<file path="src/rtl/led_scan_pkg.sv">
// led_scan_pkg: shared FSM states, mode codes and LED constants for the LED scan sequencer.
package led_scan_pkg;
  typedef enum logic [1:0] {IDLE = 2'd0, RUN = 2'd1, PAUSE = 2'd2} state_t;
  localparam logic [1:0] MODE_UP = 2'b00;
  localparam logic [1:0] MODE_DN = 2'b01;
  localparam logic [1:0] MODE_BNC = 2'b10;
  localparam logic [1:0] MODE_MAN = 2'b11;
  localparam logic [7:0] LED_ALL_OFF = 8'hFF;
  function automatic logic [7:0] led_decode(input logic [2:0] s);
    return LED_ALL_OFF ^ (8'h80 >> s);
  endfunction
endpackage

</file>
<file path="src/rtl/btn_debounce.sv">
// btn_debounce: 2-FF synchroniser, stability filter and one-cycle press pulse for a raw button.
module btn_debounce #(
  parameter int DEB_CYCLES = 1000000
) (
  input  logic clk,
  input  logic rst_n,
  input  logic btn,
  output logic pulse
);
  localparam int CW = $clog2(DEB_CYCLES + 1);
  logic [1:0] sync;
  logic [CW-1:0] cnt;
  logic level, flip;
  // flip fires on the last of DEB_CYCLES consecutive cycles that disagree with the accepted level
  assign flip = (sync[1] != level) && (cnt == CW'(DEB_CYCLES - 1));
  always_ff @(posedge clk or negedge rst_n) begin
    if (!rst_n) begin
      sync <= '0;
      cnt <= '0;
      level <= 1'b0;
      pulse <= 1'b0;
    end else begin
      sync <= {sync[0], btn};
      cnt <= (sync[1] == level || flip) ? '0 : cnt + 1'b1;
      level <= flip ? sync[1] : level;
      pulse <= flip & sync[1];
    end
  end
endmodule

</file>
<file path="src/rtl/led_scan_ctrl.sv">
// led_scan_ctrl: steps a 3-bit LED position (up/down/bounce/manual) and drives a one-cold LED bank.
module led_scan_ctrl
  import led_scan_pkg::*;
#(
  parameter int TICK_DIV = 5000000,
  parameter int DEB_CYCLES = 1000000
) (
  input  logic       clk,
  input  logic       rst_n,
  input  logic       btn_run,
  input  logic       btn_step,
  input  logic [1:0] mode,
  input  logic [1:0] speed,
  input  logic [2:0] man_sel,
  output logic [2:0] sel,
  output logic [7:0] led,
  output logic       running
);
  localparam int TW = $clog2(TICK_DIV);
  state_t state, state_n;
  logic [TW-1:0] cnt, cnt_n, lim;
  logic [2:0] sel_n, nxt;
  logic dir_dn, dir_dn_n, nxt_dn;
  logic run_p, step_p, term, adv, man;

  btn_debounce #(.DEB_CYCLES(DEB_CYCLES)) u_run (
    .clk(clk), .rst_n(rst_n), .btn(btn_run), .pulse(run_p)
  );
  btn_debounce #(.DEB_CYCLES(DEB_CYCLES)) u_step (
    .clk(clk), .rst_n(rst_n), .btn(btn_step), .pulse(step_p)
  );

  assign man = mode == MODE_MAN;
  assign lim = TW'((TICK_DIV >> speed) - 1);
  // >= rather than == so a faster speed chosen mid-count fires at once
  assign term = cnt >= lim;
  assign adv = (state == RUN) ? term : (step_p && !run_p);
  assign led = led_decode(sel);
  assign running = state == RUN;

  always_comb begin
    state_n = state;
    if (run_p) state_n = (state == RUN) ? PAUSE : RUN;
  end

  always_comb begin
    nxt_dn = (mode == MODE_DN) ? 1'b1
           : (mode == MODE_BNC) ? (dir_dn ? (sel != 3'd0) : (sel == 3'd7))
           : 1'b0;
    nxt = nxt_dn ? sel - 3'd1 : sel + 3'd1;
    sel_n = man ? man_sel : (adv ? nxt : sel);
    dir_dn_n = (!man && adv) ? nxt_dn : dir_dn;
    cnt_n = (state != RUN || man || term) ? '0 : cnt + 1'b1;
  end

  always_ff @(posedge clk or negedge rst_n) begin
    if (!rst_n) begin
      state <= IDLE;
      sel <= 3'd0;
      dir_dn <= 1'b0;
      cnt <= '0;
    end else begin
      state <= state_n;
      sel <= sel_n;
      dir_dn <= dir_dn_n;
      cnt <= cnt_n;
    end
  end
endmodule
</file>
<file path="config.mk">
export PLATFORM = sky130hd
export DESIGN_NAME = led_scan_ctrl
export DESIGN_NICKNAME = d
export VERILOG_FILES = /design/src/rtl/led_scan_pkg.sv /design/src/rtl/btn_debounce.sv /design/src/rtl/led_scan_ctrl.sv
export SDC_FILE = /design/constraint.sdc
export NUM_CORES = 1
export LEC_CHECK = 0
export ABC_AREA = 1
export BUFFER_PORTS_ARGS = -buffer_cell sky130_fd_sc_hd__buf_2
export CAP_MARGIN = 30
export CORE_ASPECT_RATIO = 1.5
export CORE_UTILIZATION = 41
export DETAILED_ROUTE_END_ITERATION = 6
export GPL_TIMING_DRIVEN = 0
export SYNTH_ARGS = -nofsm -noshare
export SYNTH_HDL_FRONTEND = slang
export SYNTH_SLANG_ARGS = --single-unit
</file>
<file path="constraint.sdc">
create_clock -name clk -period 5.2 [get_ports clk]
set_input_delay 0.52 -clock clk [delete_from_list [all_inputs] [get_ports clk]]
set_output_delay 0.52 -clock clk [all_outputs]
set_load 0.1 [all_outputs]
</file>
# Word level (Yosys, flattened, before mapping)
# Index checks and enable logic that the tools add are counted.
# W data, S select, Z words.
[op_classes] n_reduce_logical=12 eq_ne=12 multipliers=0 n_shift=2 addsub=6 mux=11 n_lt_le_gt_ge=1 n_div=0 bitwise=3
[ops] operator="$add A20 B1 Y20 const B" count=2
[ops] operator="$eq A20 B20 Y1 const B" count=2
[ops] operator="$mux W20" count=2
[ops] operator="$add A23 B1 Y23 const B" count=1
[ops] operator="$ge A23 B23 Y1" count=1
[ops] operator="$mux W23" count=1
[ops] operator="$shr A23 B2 Y23 const A" count=1
[ops] operator="$sub A23 B2 Y23 const B" count=1
[ops] operator="$mux W3" count=3
[ops] operator="$not A8 Y8" count=1
[ops] operator="$shr A8 B3 Y8 const A" count=1
[ops] operator="$eq A2 B1 Y1 const B" count=2
[ops] operator="$eq A2 B2 Y1 const B" count=2
[ops] operator="$logic_and A1 B1 Y1" count=4
[ops] operator="$logic_or A1 B1 Y1" count=4
[ops] operator="$mux W1" count=4
[ops] operator="$add A3 B1 Y3 const B" count=1
[ops] operator="$eq A3 B3 Y1 const B" count=1
[ops] operator="$reduce_bool A3 Y1" count=1
[ops] operator="$sub A3 B1 Y3 const B" count=1
[ops] operator="$and A1 B1 Y1" count=2
[ops] operator="$eq A1 B1 Y1" count=2
[ops] operator="$logic_not A1 Y1" count=2
[ops] operator="$mux W2" count=1
[ops] operator="other kinds (3)" count=4
[totals] romBits=0 latchBits=0 ff_bits=77 output_inout_bits=12 ram_bits=0 n_memories=0

# Logic depth before layout (Yosys ltp)
[logic_depth] word_depth=7 depth_mapped=20 ltp_nobuf=20

# Hierarchy
# Synthesis repeated with hierarchy kept, for this count alone.
[unflattened] cells_unflattened=659 area_unflattened_um2=4983.5
[modules_own_cells] mod="btn_debounce" instances=2 cells_per_inst=176 area_each_um2=1298.7 seq_area_each_um2=600.6
[modules_own_cells] mod="led_scan_ctrl" instances=1 cells_per_inst=307 area_each_um2=2386.0 seq_area_each_um2=725.7

# Worst setup path after synthesis
# Ideal clock, no wire load.
[synth_path] kind="reg2reg" from="register sel[0]" to="register sel[2]" slack_ns=1.789 arrival_time_ns=3.293 n_path_buf=0 required_time_ns=5.082 synth_period_minus_slack_ns=3.411 stages_incl_launch_ff=12 cell_sequence="dfrtp_1 -> nand3_1 -> nand2_1 -> nand3_1 -> a21oi_1 -> fa_1 -> xnor2_1 -> nand3_1 -> nand3_1 -> nand2_1 -> nand2_1 -> nand2_1"
[synth_via] elab_chain_len=7
[synth_rtl] element="start: declaration" line="led_scan_ctrl.sv:15" source="output logic [2:0] sel,"
[synth_rtl] element="start signal: assignment" line="led_scan_ctrl.sv:64" source="sel <= sel_n;"
[synth_rtl] element="$eq A3 B3 Y1 / $reduce_bool A3 Y1 (equally long branches)" line="led_scan_ctrl.sv:48" source=": (mode == MODE_BNC) ? (dir_dn ? (sel != 3'd0) : (sel == 3'd7))"
[synth_rtl] element="$mux W1 (*) (2 in series)" line="led_scan_ctrl.sv:48"
[synth_rtl] element="$mux W1 (*)" line="led_scan_ctrl.sv:47" source="nxt_dn = (mode == MODE_DN) ? 1'b1"
[synth_rtl] element="via nxt_dn" line="led_scan_ctrl.sv:23" source="logic dir_dn, dir_dn_n, nxt_dn;"
[synth_rtl] element="$mux W3 (*)" line="led_scan_ctrl.sv:50" source="nxt = nxt_dn ? sel - 3'd1 : sel + 3'd1;"
[synth_rtl] element="$mux W3 (*) (2 in series)" line="led_scan_ctrl.sv:51" source="sel_n = man ? man_sel : (adv ? nxt : sel);"
# The timed path passes the listed nets; every way through them passes the cells marked *. The select of a mux whose other input is x is not followed.
# A chain may end at the register's enable or synchronous reset.

# Worst setup path in the final report
[layout_path] from="input speed[1]" to="register cnt[17]"
[layout_via] elab_chain_len=5
[layout_rtl] element="start: declaration" line="led_scan_ctrl.sv:13" source="input logic [1:0] speed,"
[layout_rtl] element="$shr A23 B2 Y23" line="led_scan_ctrl.sv:34" source="assign lim = TW'((TICK_DIV >> speed) - 1);"
[layout_rtl] element="$sub A23 B2 Y23" line="led_scan_ctrl.sv:34"
[layout_rtl] element="$ge A23 B23 Y1" line="led_scan_ctrl.sv:36" source="assign term = cnt >= lim;"
[layout_rtl] element="$logic_or A1 B1 Y1" line="led_scan_ctrl.sv:53" source="cnt_n = (state != RUN || man || term) ? '0 : cnt + 1'b1;"
[layout_rtl] element="$mux W23" line="led_scan_ctrl.sv:53"
[layout_rtl] element="via cnt_n[17]" line="led_scan_ctrl.sv:21" source="logic [TW-1:0] cnt, cnt_n, lim;"
[layout_rtl] element="end signal: assignment" line="led_scan_ctrl.sv:66" source="cnt <= cnt_n;"
[layout_rtl] element="end: declaration" line="led_scan_ctrl.sv:21"
# The timed path passes the listed nets, and every way through them passes these cells.

==> impl_metrics.csv <==
group,metric,value,unit
outcome,outcome,"finished, final reports clean",
pwr,clkPwrFrac,38.7,%
logic_synthesis,syn_area,0.004771,mm2
sta,max_freq,351.6,MHz
clock_tree,ctsResizeCount,0,
logic_synthesis,synth_fp_nets,624,
critical_path,path_cells,"buf_2 -> inv_1 -> ha_1 -> inv_1 -> nand4_1 -> nor3_1 -> xnor2_1 -> inv_1 -> ha_1 -> nand2_1 -> inv_1 -> nand2_1 -> nand2_1 -> nand2_1 -> nand2_1 -> nand2_1 -> nand4_4 -> buf_2 -> nor2_1",
sta,relSlewSlack,67.09,%
clock_tree,cts_tree,"done",
sta,finClkSkew,0.004506,ns
critical_path,path_class,"in -> reg",
sta,period_needed,2.844,ns
logic_synthesis,synth_top_flop_cell,"dfrtp_1",
critical_path,crit_slowest_cell,"ha_1",
route,drc,0,
die,die_area,0.01208,mm2
global_route,grt_overflow,0,
final_layout,multi_input_area,0.002532,mm2
critical_path,critPathCaptureType,"flip-flop",
clock_tree,root_buffer,"clkbuf_16",
final_layout,final_util,48.00,%
route,routed_wl,9489,um
route,antenna_left,0,
sta,tightest_slew,0.4970,ns
pwr,p_int,0.9950,mW
logic_synthesis,yosysUniqueCellTypes,36,
global_route,track_usage,17.36,%
critical_path,crit_required,5.46,ns
route,drt-wirelength-per-cell,12.37,um
sta,setup-tns-final,0,ns
die,die_x,90.08,um
sta,hold_viol,0,
clock_tree,cts_buffer_depth,2,
pwr,power_density,272.1,mW/mm2
logic_synthesis,yosysWarnings,0,
logic_synthesis,ys_seq_area_share,40.39,%
logic_synthesis,syn-instance-count,582,
critical_path,r2r_slack,3.13,ns
global_route,grt_first_pass_wirelength,16730,um
route,viasPerCell,4.847,
route,dr.pass1.iters,4,
die,die_y,134.1,um
pwr,p_sw_share,31.81,%
sta,rsz0062_at_grt,"false",
final_layout,layout-drive-gt1-share,14.52,%
clock_tree,worstSkewPairLatency,0.33,ns
critical_path,crit_top_cell,"nand2_1",
critical_path,reg2reg_to,"sel[2]$_DFFE_PN0P_",
pwr,vdd_drop_max,0.1704,mV
clock_tree,clock-sinks,77,
critical_path,reg2reg_depth,11,
die,rows,47,
global_route,antenna_found_initial,0,
global_route,grt_max_degree,49,
critical_path,start_kind,"primary input",
pwr,pwr-share-seq,42.9,%
logic_synthesis,ys_ff_latch,77,
route,drt_iter0_drc,127,
clock_tree,path_clk_slew,0.06,ns
critical_path,slowest_delay,0.38,ns
critical_path,crit_buf_inv,6,
die,start_util,42.70,%
logic_synthesis,async_flop_share,100.0,%
clock_tree,postCtsSetupBuffers,0,
final_layout,nets,658,
final_layout,n_antenna_cell,0,
clock_tree,cts_hold_buffers,0,
route,vias,3718,
logic_synthesis,synth_enable_flop_cells,0,
global_route,grt_pass1_vias,3690,
critical_path,crit_arrival,3.10,ns
pwr,pwr-share-comb,18.5,%
critical_path,regToRegStartpoint,"sel[0]$_DFFE_PN0P_",
final_layout,area_growth,12.40,%
sta,setup_viol,0,
critical_path,path_delay_family,"simple AND/OR/NAND/NOR gates",
pwr,switchingPower,0.4642,mW
place,numPortBuffers,22,
final_layout,register_area,0.001927,mm2
clock_tree,numCtsBuffers,9,
die,io_pins,23,
job,maxCapViolCount,0,
worst_hold_path,min_path_type,"in -> async",
sta,period_share,54.69,%
pwr,total_leakage_power,2.417,nW
final_layout,fillers,1083,
place,post-dp-hpwl,7371,um
sta,slew_violations,0,
clock_tree,htreeDepth,3,
logic_synthesis,syn_avg_cell_area,8.197,um2
die,core,0.01117,mm2
place,routabilityCongestion,0.8468,
critical_path,worstPathMaxFanout,10,
synth_stat cells, types with 2 or more instances:
master / count / share of area [%]
a21o_1: 2 / 0.31
a21oi_1: 11 / 1.2
a31oi_1: 3 / 0.39
buf_2: 3 / 0.31
buf_6: 3 / 0.71
dfrtp_1: 77 / 40
ha_1: 30 / 7.9
inv_1: 63 / 5.0
inv_2: 7 / 0.55
nand2_1: 114 / 9.0
nand2_2: 8 / 1.0
nand2_4: 2 / 0.47
nand3_1: 28 / 2.9
nand3_2: 4 / 0.84
nand3b_1: 3 / 0.47
nand4_1: 16 / 2.1
nand4_2: 2 / 0.52
nor2_1: 94 / 7.4
nor2_2: 6 / 0.79
nor2_4: 6 / 1.4
nor3_1: 25 / 2.6
nor3_2: 5 / 1.0
nor3_4: 3 / 1.0
nor3b_1: 7 / 1.1
nor4_1: 4 / 0.52
o21ai_0: 9 / 0.94
xnor2_1: 12 / 2.2
xor2_1: 27 / 5.0
metrics by stage:
step           power [mW]  setup WS [ns]  area (um2)  hold slack [ns]  std cells
3_3_place_gp       0.8997          1.983        5065           0.3333        751
4_1_cts             1.481          2.329        5363           0.1212        767
2_1_floorplan      0.8477          1.789        4771           0.2244        582
6_report            1.459          2.356        5363           0.1101        767
5_1_grt             1.529          2.108        5363           0.1349        767
3_5_place_dp       0.9063          1.976        5095           0.3347        752
per-layer routing:
layer / track usage [%] / up-vias / part of all wire, %
met1: 20.08 / 1722 / 44
met2: 30.83 / 35 / 52
met3: 2.891 / 22 / 1.8
met5: 0 / - / 0
met4: 8.781 / 0 / 3.0
li1: - / 1939 / -
logic make-up after synthesis:
kind of cell    Yosys count  synth area share, %
flops                    77                40.39
simple gates            331                34.38
buf+inv                  76                6.530
xor+xnor                 39                7.160
compound gates           28                3.252
fa+ha+maj                31                8.287
flip-flops by register name (all words and copies together), names as in the netlist:
signal and cells:
sel 3, dir_dn 1, u_step.sync 2, u_run.pulse 1
cnt 23, u_run.cnt 20, u_run.level 1, u_run.sync 2
u_step.pulse 1, state 2, u_step.level 1, u_step.cnt 20
final cells by class:
class | instances | area share [%]
Inverter | 70 | 4.900
Buffer | 6 | 0.9099
Sequential cell | 77 | 35.93
Multi-Input combinational cell | 429 | 47.22
Clock inverter | 4 | 0.4666
Clock buffer | 11 | 4.526
Tap cell | 147 | 3.430
Timing Repair Buffer | 23 | 2.613
cell usage in the layout, fill, tap and decap left out, types with 11 or more instances in the layout:
cell type	instances
nand2_1	114
a21oi_1	11
inv_1	63
xor2_1	27
buf_2	24
dfrtp_1	77
ha_1	30
nor2_1	94
nand4_1	16
xnor2_1	12
nor3_1	25
nand3_1	28
how the worst max path moves through the flow:
stage | depth (start not counted) | start | endpoint
final | 19 | speed[1] | cnt[17]$_DFF_PN0_
after global routing | 21 | speed[1] | sel[2]$_DFFE_PN0P_
after CTS | 19 | speed[1] | cnt[17]$_DFF_PN0_
after detailed placement | 19 | speed[1] | cnt[21]$_DFF_PN0_
after global placement | 19 | speed[1] | cnt[21]$_DFF_PN0_
after floorplan | 11 | sel[0]$_DFFE_PN0P_ | sel[2]$_DFFE_PN0P_
power groups by stage:
| stage | clock, mW | sequential, mW | combinational [mW] |
|---|---|---|---|
| detailed placement | 0 | 0.636 | 0.270 |
| global route | 0.615 | 0.628 | 0.287 |
| floorplan | 0 | 0.679 | 0.169 |
| finish | 0.565 | 0.625 | 0.269 |
| CTS | 0.584 | 0.625 | 0.272 |
| global placement | 0 | 0.635 | 0.264 |
worst register-to-register path: cells and delay by family, from the launching register on:
family          cells  cell delay [ns]
simple gates        7             0.62
flops               1             0.48
fa+ha+maj           1             0.40
xor+xnor            1             0.22
buf+inv             1             0.15
compound gates      1             0.10
(Power assumes the default switching activity.)
